### src/rtl/bc_broadcast_source.sv
// ============================================================================
// bc_broadcast_source
// Head-of-chain broadcast transmitter: buffers a vector from a producer and
// streams it (optionally replayed several times) into lane 0.
// Revision: 1.0
// ============================================================================
`default_nettype none

module bc_broadcast_source #(
    parameter int DEPTH    = 8,
    parameter int CntWidth = 16,
    parameter int ELEN     = 64
) (
    input  logic                clk_i,
    input  logic                rst_i,
    input  logic                req_valid_i,
    output logic                req_ready_o,
    input  logic [CntWidth-1:0] req_len_i,
    input  logic [7:0]          req_passes_i,
    input  logic                src_valid_i,
    input  logic [ELEN-1:0]     src_data_i,
    output logic                src_ready_o,
    output logic                bc_valid_o,
    output logic [ELEN-1:0]     bc_data_o,
    input  logic                bc_ready_i,
    output logic                busy_o,
    output logic                done_o,
    output logic                err_o
);

    localparam int AW = $clog2(DEPTH);
    localparam logic [AW:0]       FULL_CNT  = (AW+1)'(DEPTH);
    localparam logic [CntWidth-1:0] DEPTH_LEN = CntWidth'(DEPTH);

    typedef enum logic [1:0] {
        S_IDLE   = 2'd0,
        S_STREAM = 2'd1,
        S_REPLAY = 2'd2,
        S_DONE   = 2'd3
    } state_e;

    state_e              state_q, state_d;
    logic [ELEN-1:0]     buf_q [DEPTH];
    logic [AW-1:0]       wr_ptr_q, wr_ptr_d;
    logic [AW-1:0]       rd_ptr_q, rd_ptr_d;
    logic [AW:0]         cnt_q, cnt_d;
    logic [CntWidth-1:0] in_cnt_q, in_cnt_d;
    logic [CntWidth-1:0] out_cnt_q, out_cnt_d;
    logic [CntWidth-1:0] len_q, len_d;
    logic [7:0]          pass_left_q, pass_left_d;
    logic                err_q, err_d;

    logic                w_src_rdy, w_bc_vld, w_src_fire, w_bc_fire, w_last;
    logic [7:0]          w_passes;

    always_comb begin
        state_d     = state_q;
        wr_ptr_d    = wr_ptr_q;
        rd_ptr_d    = rd_ptr_q;
        cnt_d       = cnt_q;
        in_cnt_d    = in_cnt_q;
        out_cnt_d   = out_cnt_q;
        len_d       = len_q;
        pass_left_d = pass_left_q;
        err_d       = 1'b0;
        req_ready_o = 1'b0;
        w_src_rdy   = 1'b0;
        w_bc_vld    = 1'b0;
        w_passes    = (req_passes_i == 8'd0) ? 8'd1 : req_passes_i;

        case (state_q)
            S_STREAM: begin
                w_src_rdy = (cnt_q < FULL_CNT) && (in_cnt_q < len_q);
                w_bc_vld  = (cnt_q != '0);
            end
            S_REPLAY: w_bc_vld = 1'b1;
            default: ;
        endcase

        w_src_fire = src_valid_i && w_src_rdy;
        w_bc_fire  = w_bc_vld && bc_ready_i;
        w_last     = (out_cnt_q == (len_q - CntWidth'(1)));

        case (state_q)
            S_IDLE: begin
                req_ready_o = 1'b1;
                if (req_valid_i) begin
                    if (req_len_i == '0) begin
                        state_d = S_DONE;
                    end else if ((w_passes > 8'd1) && (req_len_i > DEPTH_LEN)) begin
                        // Replay needs the whole vector resident in the buffer
                        err_d = 1'b1;
                    end else begin
                        state_d     = S_STREAM;
                        wr_ptr_d    = '0;
                        rd_ptr_d    = '0;
                        cnt_d       = '0;
                        in_cnt_d    = '0;
                        out_cnt_d   = '0;
                        len_d       = req_len_i;
                        pass_left_d = w_passes;
                    end
                end
            end
            S_STREAM, S_REPLAY: begin
                if (w_src_fire) begin
                    wr_ptr_d = wr_ptr_q + AW'(1);
                    in_cnt_d = in_cnt_q + CntWidth'(1);
                end
                if (state_q == S_STREAM) begin
                    if (w_src_fire && !w_bc_fire)      cnt_d = cnt_q + (AW+1)'(1);
                    else if (!w_src_fire && w_bc_fire) cnt_d = cnt_q - (AW+1)'(1);
                end
                if (w_bc_fire) begin
                    rd_ptr_d  = rd_ptr_q + AW'(1);
                    out_cnt_d = out_cnt_q + CntWidth'(1);
                    if (w_last) begin
                        if (pass_left_q == 8'd1) begin
                            state_d = S_DONE;
                        end else begin
                            state_d     = S_REPLAY;
                            rd_ptr_d    = '0;
                            out_cnt_d   = '0;
                            pass_left_d = pass_left_q - 8'd1;
                        end
                    end
                end
            end
            S_DONE:  state_d = S_IDLE;
            default: state_d = S_IDLE;
        endcase
    end

    always_ff @(posedge clk_i) begin
        if (rst_i) begin
            state_q     <= S_IDLE;
            wr_ptr_q    <= '0;
            rd_ptr_q    <= '0;
            cnt_q       <= '0;
            in_cnt_q    <= '0;
            out_cnt_q   <= '0;
            len_q       <= '0;
            pass_left_q <= '0;
            err_q       <= 1'b0;
        end else begin
            state_q     <= state_d;
            wr_ptr_q    <= wr_ptr_d;
            rd_ptr_q    <= rd_ptr_d;
            cnt_q       <= cnt_d;
            in_cnt_q    <= in_cnt_d;
            out_cnt_q   <= out_cnt_d;
            len_q       <= len_d;
            pass_left_q <= pass_left_d;
            err_q       <= err_d;
        end
    end

    // Payload storage needs no reset; validity is tracked by cnt/state
    always_ff @(posedge clk_i) begin
        if (!rst_i && w_src_fire) begin
            buf_q[wr_ptr_q] <= src_data_i;
        end
    end

    assign src_ready_o = w_src_rdy;
    assign bc_valid_o  = w_bc_vld;
    assign bc_data_o   = buf_q[rd_ptr_q];
    assign busy_o      = (state_q != S_IDLE);
    assign done_o      = (state_q == S_DONE);
    assign err_o       = err_q;

endmodule

`default_nettype wire

### config.mk
export PLATFORM = sky130hd
export DESIGN_NAME = bc_broadcast_source
export DESIGN_NICKNAME = d
export VERILOG_FILES = /design/src/rtl/bc_broadcast_source.sv
export SDC_FILE = /design/constraint.sdc
export NUM_CORES = 1
export LEC_CHECK = 0
export BUFFER_PORTS_ARGS = -buffer_cell sky130_fd_sc_hd__buf_4
export CAP_MARGIN = 20
export CORE_AREA = 4 4 314 316
export DETAILED_ROUTE_END_ITERATION = 12
export DIE_AREA = 0 0 318 320
export GPL_TIMING_DRIVEN = 0
export PLACE_DENSITY = 0.47
export SLEW_MARGIN = 5
export SYNTH_ARGS = -nofsm -noshare
export SYNTH_HDL_FRONTEND = slang
export SYNTH_SLANG_ARGS = --single-unit
### constraint.sdc
create_clock -name clk_i -period 11.35 [get_ports clk_i]
set_input_delay 1.135 -clock clk_i [delete_from_list [all_inputs] [get_ports clk_i]]
set_output_delay 1.135 -clock clk_i [all_outputs]
set_load 0.05 [all_outputs]
[Yosys cells after proc, flatten, opt, wreduce, memory -nomap -nowiden]
Memories as Yosys holds them, arrays and structs flattened. A register that Yosys moved wholly into a read port is not among the register bits.
Index checks and enable logic that the tools add are counted.
Storage, ports and cells
  flip-flop bits (word level): 69
  input port bits: 93
  output and inout bits: 70
  word-level logic and storage cells: 113
  memories: 1
  memory bits (writable): 512
Operators by class
  equality and inequality tests: 15
  add/sub/neg operators: 8
  multiplexer cells: 48
  reductions and logical operators: 24
  bitwise gates (word level): 4
  magnitude comparators: 4
Memory list
  buf_q: depth 8, width 64, read ports 1, clocked after Yosys merged registers in 1, write ports 1, line 43  | logic [ELEN-1:0] buf_q [DEPTH];
Operators by type and width (count)
  2-to-1 mux 16 bit: 7
  one-hot mux 16 bit (2 select lines): 2
  2-to-1 mux 8 bit: 7
  adder 16 x 1 -> 16 bit (second input constant): 2
  2-to-1 mux 3 bit: 9
  2-to-1 mux 4 bit: 6
  equality test 16 bit: 1
  > comparator 16 x 4 -> 1 bit (second input constant): 1
  zero test 16 bit: 1
  < comparator 16 bit: 1
  != test 2 bit (second input constant): 8
  one-hot mux 8 bit (2 select lines): 1
  subtractor 16 x 1 -> 16 bit (second input constant): 1
  one-hot mux 3 bit (2 select lines): 2
  2-to-1 mux 2 bit: 5
  AND reduction 5 bit: 2
  equality test 8 x 1 -> 1 bit (second input constant): 1
  > comparator 8 x 1 -> 1 bit (second input constant): 1
  zero test 8 bit: 1
  one-hot mux 4 bit (2 select lines): 1
  AND reduction 4 bit: 2
  subtractor 8 x 1 -> 8 bit (second input constant): 1
  logical AND 1 bit: 7
  AND reduction 7 bit: 1
  18 further kinds: 32

[Longest topological paths before layout]
Gate-level depths: netlist of run 1.
  depth after elaboration: 10
  mapped depth: 17
  depth with buffers taken out: 17

[Worst setup path before layout of run 1]
No wires, ideal clock.
  path kind: input port to flip-flop
  from: input rst_i
  to: memory buf_q[4][0] (enable)
  stages on the path: 5
  path slack: 4528 ps
  path buffers: 2
  arrival: 6257 ps
  cell sequence: clkbuf_1 -> inv_1 -> clkbuf_1 -> nand3_1 -> nor3_1
On the way
  cells in the longest elaborated chain, start to end: 4
Ends and longest elaborated chain
  start, declared: line 15  | input logic rst_i,
  zero test 1 bit: line 160  | if (!rst_i && w_src_fire) begin
  logical AND 1 bit: line 160
  2-to-1 mux 1 bit: line 160
  2-to-1 mux 1 bit (not written as such): line 161  | buf_q[wr_ptr_q] <= src_data_i;
  end, declared: line 43
Every way passes these cells.

==> results of run 1 <==
[cell usage after synthesis (9+ instances only)]
cell	number	share of area, %
nor3_1	19	0.40
nor4_1	18	0.47
inv_1	34	0.54
edfxtp_1	512	65
dfxtp_1	72	6.1
buf_1	13	0.21
mux4_2	128	12
o21ai_0	16	0.34
nand3_1	19	0.40
nand4_1	12	0.32
clkbuf_1	41	0.65
mux2_2	64	3.0
nand2_1	72	1.1
ha_1	29	1.5
nor2_1	68	1.1
xnor2_1	38	1.4
and3_1	9	0.24
a21oi_1	49	1.0
[metal layers]
metal | vias to the layer above | track usage (%) | share of wire (%)
met5 | - | 0 | 0.095
met4 | 8 | 2.965 | 1.9
met3 | 94 | 2.588 | 4.2
met2 | 275 | 20.58 | 50
met1 | 6781 | 15.31 | 44
li1 | 5902 | - | -
[how the worst max path moves through the flow]
| stage | start | slack [ps] | to | cells after the start |
|---|---|---|---|---|
| CTS | register | 6370 | bc_data_o[6] | 5 |
| global placement | rst_i | -1690 | buf_q[4][41] | 5 |
| finish | register | 6670 | bc_data_o[51] | 5 |
| detailed placement | rst_i | 6930 | buf_q[4][21] | 9 |
| global route | register | 6360 | bc_data_o[8] | 5 |
| floorplan | rst_i | 4530 | buf_q[4][0] | 5 |
[metrics by stage]
step,std cells,area [µm²],power (mW)
floorplan,1337,23760,2.596
global route,2944,29580,5.051
finish,2944,29580,4.863
CTS,2938,29500,4.929
global placement,2774,26570,2.727
detailed placement,2812,27220,2.733
[cell families (layout without fill, tap and decap cells)]
kind of cell	Yosys count	in the layout	share of synthesized area (%)
xor gates and xnor gates	46	46	1.696
adders and majority gates	30	30	1.611
AOI/OAI and AO/OA	123	123	3.460
and+or+nand+nor	265	265	5.613
buffers and inverters	95	426	1.601
muxes	194	194	15.25
DFF	584	584	70.77
[registers in the layout (all words and copies together) (netlist names), named ones only]
| name | cells |
|---|---|
| in_cnt_q | 16 |
| buf_q | 512 |
| wr_ptr_q | 3 |
| cnt_q | 4 |
| len_q | 16 |
| rd_ptr_q | 3 |
| out_cnt_q | 16 |
| pass_left_q | 8 |
| err_o | 1 |
| state_q | 2 |
[power groups by stage]
stage,logic (mW),clock network (mW),registers [mW]
after floorplan,0.202,0,2.39
after global placement,0.336,0,2.39
after detailed placement,0.341,0,2.39
after CTS,0.343,2.24,2.35
after global routing,0.373,2.33,2.35
final,0.344,2.17,2.35
[layout make-up]
class                           instances  area share (%)
Buffer                                 61          0.8544
Clock buffer                           79           6.137
Clock inverter                         47           1.565
Inverter                               34          0.4314
Multi-Input combinational cell        658           22.38
Sequential cell                       584           56.85
Tap cell                             1276           5.397
Timing Repair Buffer                  205           6.391
[placed cells by master, fill, tap and decap left out, drive strengths merged, types with 5 or more instances in the layout]
cell type	instances
edfxtp	512
nor2	68
nand3	19
and2	6
o31ai	5
or4	5
inv	37
xor2	8
clkinv	40
o21ai	19
and3	9
or3	7
mux2	64
nor4	22
nand2	72
nor4b	7
ha	29
xnor2	38
mux4	128
nand2b	6
clkbuf	120
dfxtp	72
a211oi	5
nor3	20
buf	225
a21oi	50
nand4	12
a21o	8
[tightest hold or removal path, stage by stage (launching register included)]
cell     delay (ps)
dfxtp_1         320
o21ai_0          70
a21oi_1          60
==> key figures, run 1 <==
STA
  • Fin crit period: approximately 4700 ps
  • Min Hold Slack: roughly 500 ps
  • Final Setup Violations: 0
  • Final clock skew: 76.86 ps
  • Maximum clock rate: between 0.2 and 0.25 GHz
  • Final setup TNS: 0 ps
  • Period utilization: approximately 41%
  • Worst Tran Pin Value: 1012 ps
  • RSZ-0062 raised after global routing: false
  • Post-route setup slack: approximately 6700 ps
  • Fin. Hold Viols: 0
  • Pins Over Slew Limit: 0
  • Slew HR: roughly a third

Power and ir drop
  • Max VDD drop: 0.09868 mV
  • Combinational share of power: just over 7%
  • Sw Ratio: roughly a quarter
  • Seq pwr share: roughly half
  • Power per cell area: 164.4 nW/µm²
  • Clock share of power: 44.7%
  • Internal Power: between 3 and 4 mW
  • Pleak: 9.385 nW
  • Sw Pwr: 1.151 mW

Floorplan
  • Die X: around 320 µm
  • Site Rows: 114
  • Die area: a little over 100000 µm²
  • Core area: about 96000 µm²
  • IO Pins: approximately 160
  • Initial Util: 24.75%
  • Die extent in y: between 300 and 400 µm

Placement
  • Global placer's final weighted congestion: roughly 0.8
  • DP HPWL: about 42000 µm
  • Number of buffers added on ports: 161
  • DP Worst Slack: between 6000 and 7000 ps

Drt
  • Residual DRC: 0
  • Vias: 13060
  • Vias/cell: between 4 and 5
  • Iteration-0 DRC count of the detailed router: about 930
  • Routed wire length: roughly 60000 µm
  • Initial DRT Pass Iterations: 5
  • Antenna viol nets, final: 0
  • Routed len/inst: 20.77 µm

Hold path
  • Min-Delay Endpoint: pass_left_q[1]
  • Worst hold-check path type: register to register
  • WHS Path Cells: 2
  • Hold_sp: pass_left_q[1]

Logic synthesis
  • Syn Area/Cell: about 18 µm²
  • Post-synthesis async set-or-reset flop share: 0%
  • Yosys reg bits: about 600
  • Cell count after synthesis: roughly 1300
  • EDFF count, synth: just over 500
  • Library cells used by synthesis: 67
  • Main flop type after synthesis: edfxtp_1
  • Register area share after synthesis: between 70% and 80%
  • Post-synth net total: about 1500
  • Cell Area, Synth: 23760 µm²
  • Synth warn: 0

Layout
  • Nets: between 1500 and 2000
  • Multi-input gate area: 6620 µm²
  • Layout area overhead: 24.50%
  • Antenna cell count: 0
  • FF+latch area: 16820 µm²
  • Share of cells above drive strength 1: a little under a third
  • Fill count: 9416
  • Fin util: ~31%

Setup path
  • Worst-path maximum fanout: 10
  • Reg2reg start: len_q[13]
  • Critical Path RT: between 10000 and 15000 ps
  • Crit-path cells: clkbuf_1, clkbuf_1, mux4_2, mux2_2, buf_4
  • Kind of critical path: register to output pin
  • R2R depth: 14
  • Reg2Reg Capture Point: buf_q[4][21]
  • Register-to-register setup slack: 7290 ps
  • Most used cell along the critical path: clkbuf_1
  • WP buf/inv: 3
  • Peak per-stage delay on the critical path: roughly 800 ps
  • Startpoint Class: register
  • Delay-heaviest family, CP: buffers and inverters
  • Slowest stage cell, crit path: clkbuf_1
  • Setup crit end kind: output pin
  • Crit path DAT: 3550 ps

CTS
  • Worst-path clk slew: 60 ps
  • CTS tree: yes
  • Number of buffers created by CTS: 70
  • Cts repair resizes: 0
  • Clk Latency, worst-skew pair: slightly above 600 ps
  • Clock root buffer: clkbuf_16
  • # hold bufs at CTS: 0
  • Setup bufs post-CTS: 0
  • Max H-tree Level: 3
  • CTS Sinks: 584
  • Clock Tree Buf Depth: 3

GRT
  • Total Routing Usage GR: 11.93%
  • Vias in the first global route: between 10000 and 15000
  • First-pass GRT wire length: 91160 µm
  • Antenna violations before repair: 4
  • Grt total ovfl: 0
  • Largest net degree at the start of global routing: 23

Job
  • Max Cap Viol: 0

Status
  • Status: finished clean
Power figures use the tool's default switching activity.
==> run 2: changes to the inputs <==
ABC_AREA = 1   (was not set)
CORE_AREA = 4 4 319 321   (was 4 4 314 316)
DIE_AREA = 0 0 323 325   (was 0 0 318 320)
clock period = 4.85 ns   (was 11.35 ns; I/O delays follow)
==> run 2 against run 1 <==
Compared with the run above: global-route usage up 1.9 points; clock power rose by 140%; combinational power shrank 41%; register-to-register slack worse by 6400 ps; first-iteration DRC count increased by 34%; die area is 3.2% higher; cell count rose by 30%; clock-buffer cell count is 9 higher; sequential power increased by 130%; core utilization is 0.38 points lower; largest power group unchanged; highest routed layer unchanged.
==> key figures, run 2 <==
Status
  • Status: finished clean

STA
  • Maximum clock rate: about 0.23 GHz
  • Final setup TNS: 0 ps
  • RSZ-0062 raised after global routing: false
  • Fin crit period: ~4400 ps
  • Worst Tran Pin Value: slightly below 1000 ps
  • Final clock skew: approximately 52 ps
  • Pins Over Slew Limit: 0
  • Final Setup Violations: 0
  • Fin. Hold Viols: 0
  • Slew HR: 35.44%
  • Period utilization: 91.06%
  • Post-route setup slack: about 430 ps

Power and ir drop
  • Power per cell area: 358.4 nW/µm²
  • Max VDD drop: 0.2684 mV
  • Pleak: about 11 nW

Floorplan
  • IO Pins: between 150 and 200
  • Core area: around 99000 µm²
  • Site Rows: between 100 and 150
  • Die area: 105000 µm²
  • Initial Util: between 20 and 25%
  • Die extent in y: 325 µm
  • Die X: ~320 µm

Setup path
  • Setup crit end kind: output pin
  • Critical Path RT: roughly 4400 ps
  • Kind of critical path: register to output pin
  • Crit-path cells: clkbuf_1, clkbuf_2, clkbuf_1, nor2_1, nor2_1, o21ai_0, a31oi_1, buf_4
  • Peak per-stage delay on the critical path: a little under 600 ps
  • Worst-path maximum fanout: 10
  • Delay-heaviest family, CP: buffers and inverters
  • Crit path DAT: between 3000 and 4000 ps
  • Slowest stage cell, crit path: clkbuf_1
  • Register-to-register setup slack: approximately 870 ps
  • WP buf/inv: 4
  • Startpoint Class: register

CTS
  • Setup bufs post-CTS: 0
  • Number of buffers created by CTS: 70
  • Clock Tree Buf Depth: 3
  • Clock root buffer: clkbuf_16
  • Max H-tree Level: 3
  • CTS tree: yes
  • Worst-path clk slew: about 60 ps
  • CTS Sinks: a little under 600
  • Clk Latency, worst-skew pair: slightly above 600 ps

Logic synthesis
  • Synth top area cells: edfxtp_1 63%, nor2_1 8.6%, o21ai_0 5.9%, dfxtp_1 5.9%, nand2_1 2.7%
  • EDFF count, synth: 512
  • Synth warn: 0
  • Commonest cells in the netlist: 564 x nor2_1, 512 x edfxtp_1, 289 x o21ai_0
  • Post-synthesis async set-or-reset flop share: 0%
  • Cell taking the most area after synthesis: edfxtp_1
  • Library cells used by synthesis: 40
  • Main flop type after synthesis: edfxtp_1
  • Cell count after synthesis: 2229
  • Register area share after synthesis: between 60% and 70%
  • Yosys reg bits: around 600
  • Syn Area/Cell: 11.00 µm²
  • Most common cell in the netlist: nor2_1
  • Share of the synthesized area in the top cell type: a little over three fifths
  • Post-synth net total: about 2400
  • Cell Area, Synth: between 20000 and 25000 µm²

Placement
  • DP Worst Slack: approximately 690 ps
  • Global placer's final weighted congestion: just under 0.8
  • Cell Area, Placed: 27950 µm²
  • Placed Cells: between 3000 and 4000
  • DP HPWL: between 50000 and 60000 µm
  • Number of buffers added on ports: 161

GRT
  • Grt met2 use: 22.70%
  • Busiest layer in global routing: met2
  • M1 GR Usage: 18.15%
  • Total Routing Usage GR: 13.80%
  • First-pass GRT wire length: 109500 µm
  • Grt total ovfl: 0
  • Largest net degree at the start of global routing: 27
  • Vias in the first global route: about 17000
  • GRT met3 Usage: under 10%
  • Antenna violations before repair: 10

Layout
  • Fill count: 10290
  • Share of cells above drive strength 1: about an eighth
  • Number of flip-flops in the largest register: roughly 510
  • Final Non-Filler Cells: ~3800
  • Multi-input gate area: between 6000 and 7000 µm²
  • Largest Register: buf_q
  • Commonest non-fill, non-tap cell in the layout: nor2_1
  • Layout area overhead: 23.19%
  • Commonest non-fill, non-tap cells in the layout: 556 x nor2_1, 512 x edfxtp_1, 289 x o21ai_0
  • FF+latch area: around 17000 µm²
  • Post-route cell area: around 30000 µm²
  • Nets: 2609

Drt
  • Routed len/inst: about 19 µm
  • Antenna viol nets, final: 0
  • Iteration-0 DRC count of the detailed router: 1243
  • Residual DRC: 0
  • Initial DRT Pass Iterations: 5
  • Routed wire length: around 74000 µm
  • Vias: 17250
  • Vias/cell: around 4.5

Hold path
  • Worst hold-check path type: input port to register

Job
  • Max Cap Viol: 0
==> run 2: layer usage <==
metal  wire length [µm]  up-vias
met4               1526       10
met3               4293       98
met5                 69        -
met1              33160     8405
li1                   -     8378
met2              34680      358
==> run 2: cells by family (layout without fill, tap and decap cells) <==
kind of cell | count (synthesis) | after routing | synth area share (%)
other | 0 | 5 | 0
AOI/OAI and AO/OA | 485 | 485 | 10.65
and+or+nand+nor | 874 | 874 | 14.44
adders and majority gates | 30 | 30 | 1.561
DFF | 584 | 584 | 68.56
muxes | 3 | 3 | 0.1224
buffers and inverters | 222 | 529 | 3.556
xor gates and xnor gates | 31 | 31 | 1.107
==> run 2: path summary, 6_finish.rpt <==
path | from | to | cells after the start
worst max-delay path | register | bc_data_o[2] | 8
worst min-delay path | src_data_i[59] | buf_q[0][59] | 1
worst max register to register | state_q[0] | cnt_q[3] | 16
worst min register to register | out_cnt_q[15] | out_cnt_q[15] | 2
==> run 2: layout make-up <==
class | instances | area share [%]
flip-flops and latches | 584 | 55.66
multi-input cells | 1423 | 22.83
clock buffers | 88 | 6.158
repair buffers | 185 | 5.740
well taps | 1298 | 5.375
plain buffers | 120 | 1.623
clock inverters | 34 | 1.304
inverters | 102 | 1.267
diodes | 5 | 0.04141
==> run 2: where the power goes <==
group | internal (mW) | switching [mW]
clock | 3.02 | 2.14
sequential | 5.46 | 0.00174
combinational | 0.0726 | 0.131
total | 8.55 | 2.28
==> run 2: what timing repair did <==
action,CTS,global route
resized for setup,0,3
hold buffers,0,0
setup endpoints to repair,0,7
==> run 2: worst register-to-register path, delay by kind of cell, from the launching register on <==
family,cells,cell delay [ps]
buf+inv,6,1720
fa+ha+maj,3,840
compound gates,4,740
flops,1,390
simple gates,3,220
==> run 2: through the flow <==
step	power, mW	utilization [%]	hold WS, ps
finish	10.83	30.43	95.52
CTS	10.96	30.42	51.23
floorplan	5.629	-	454.4
detailed placement	5.773	28.15	486.5
global placement	5.771	27.56	474.5
global route	11.19	30.43	65.71
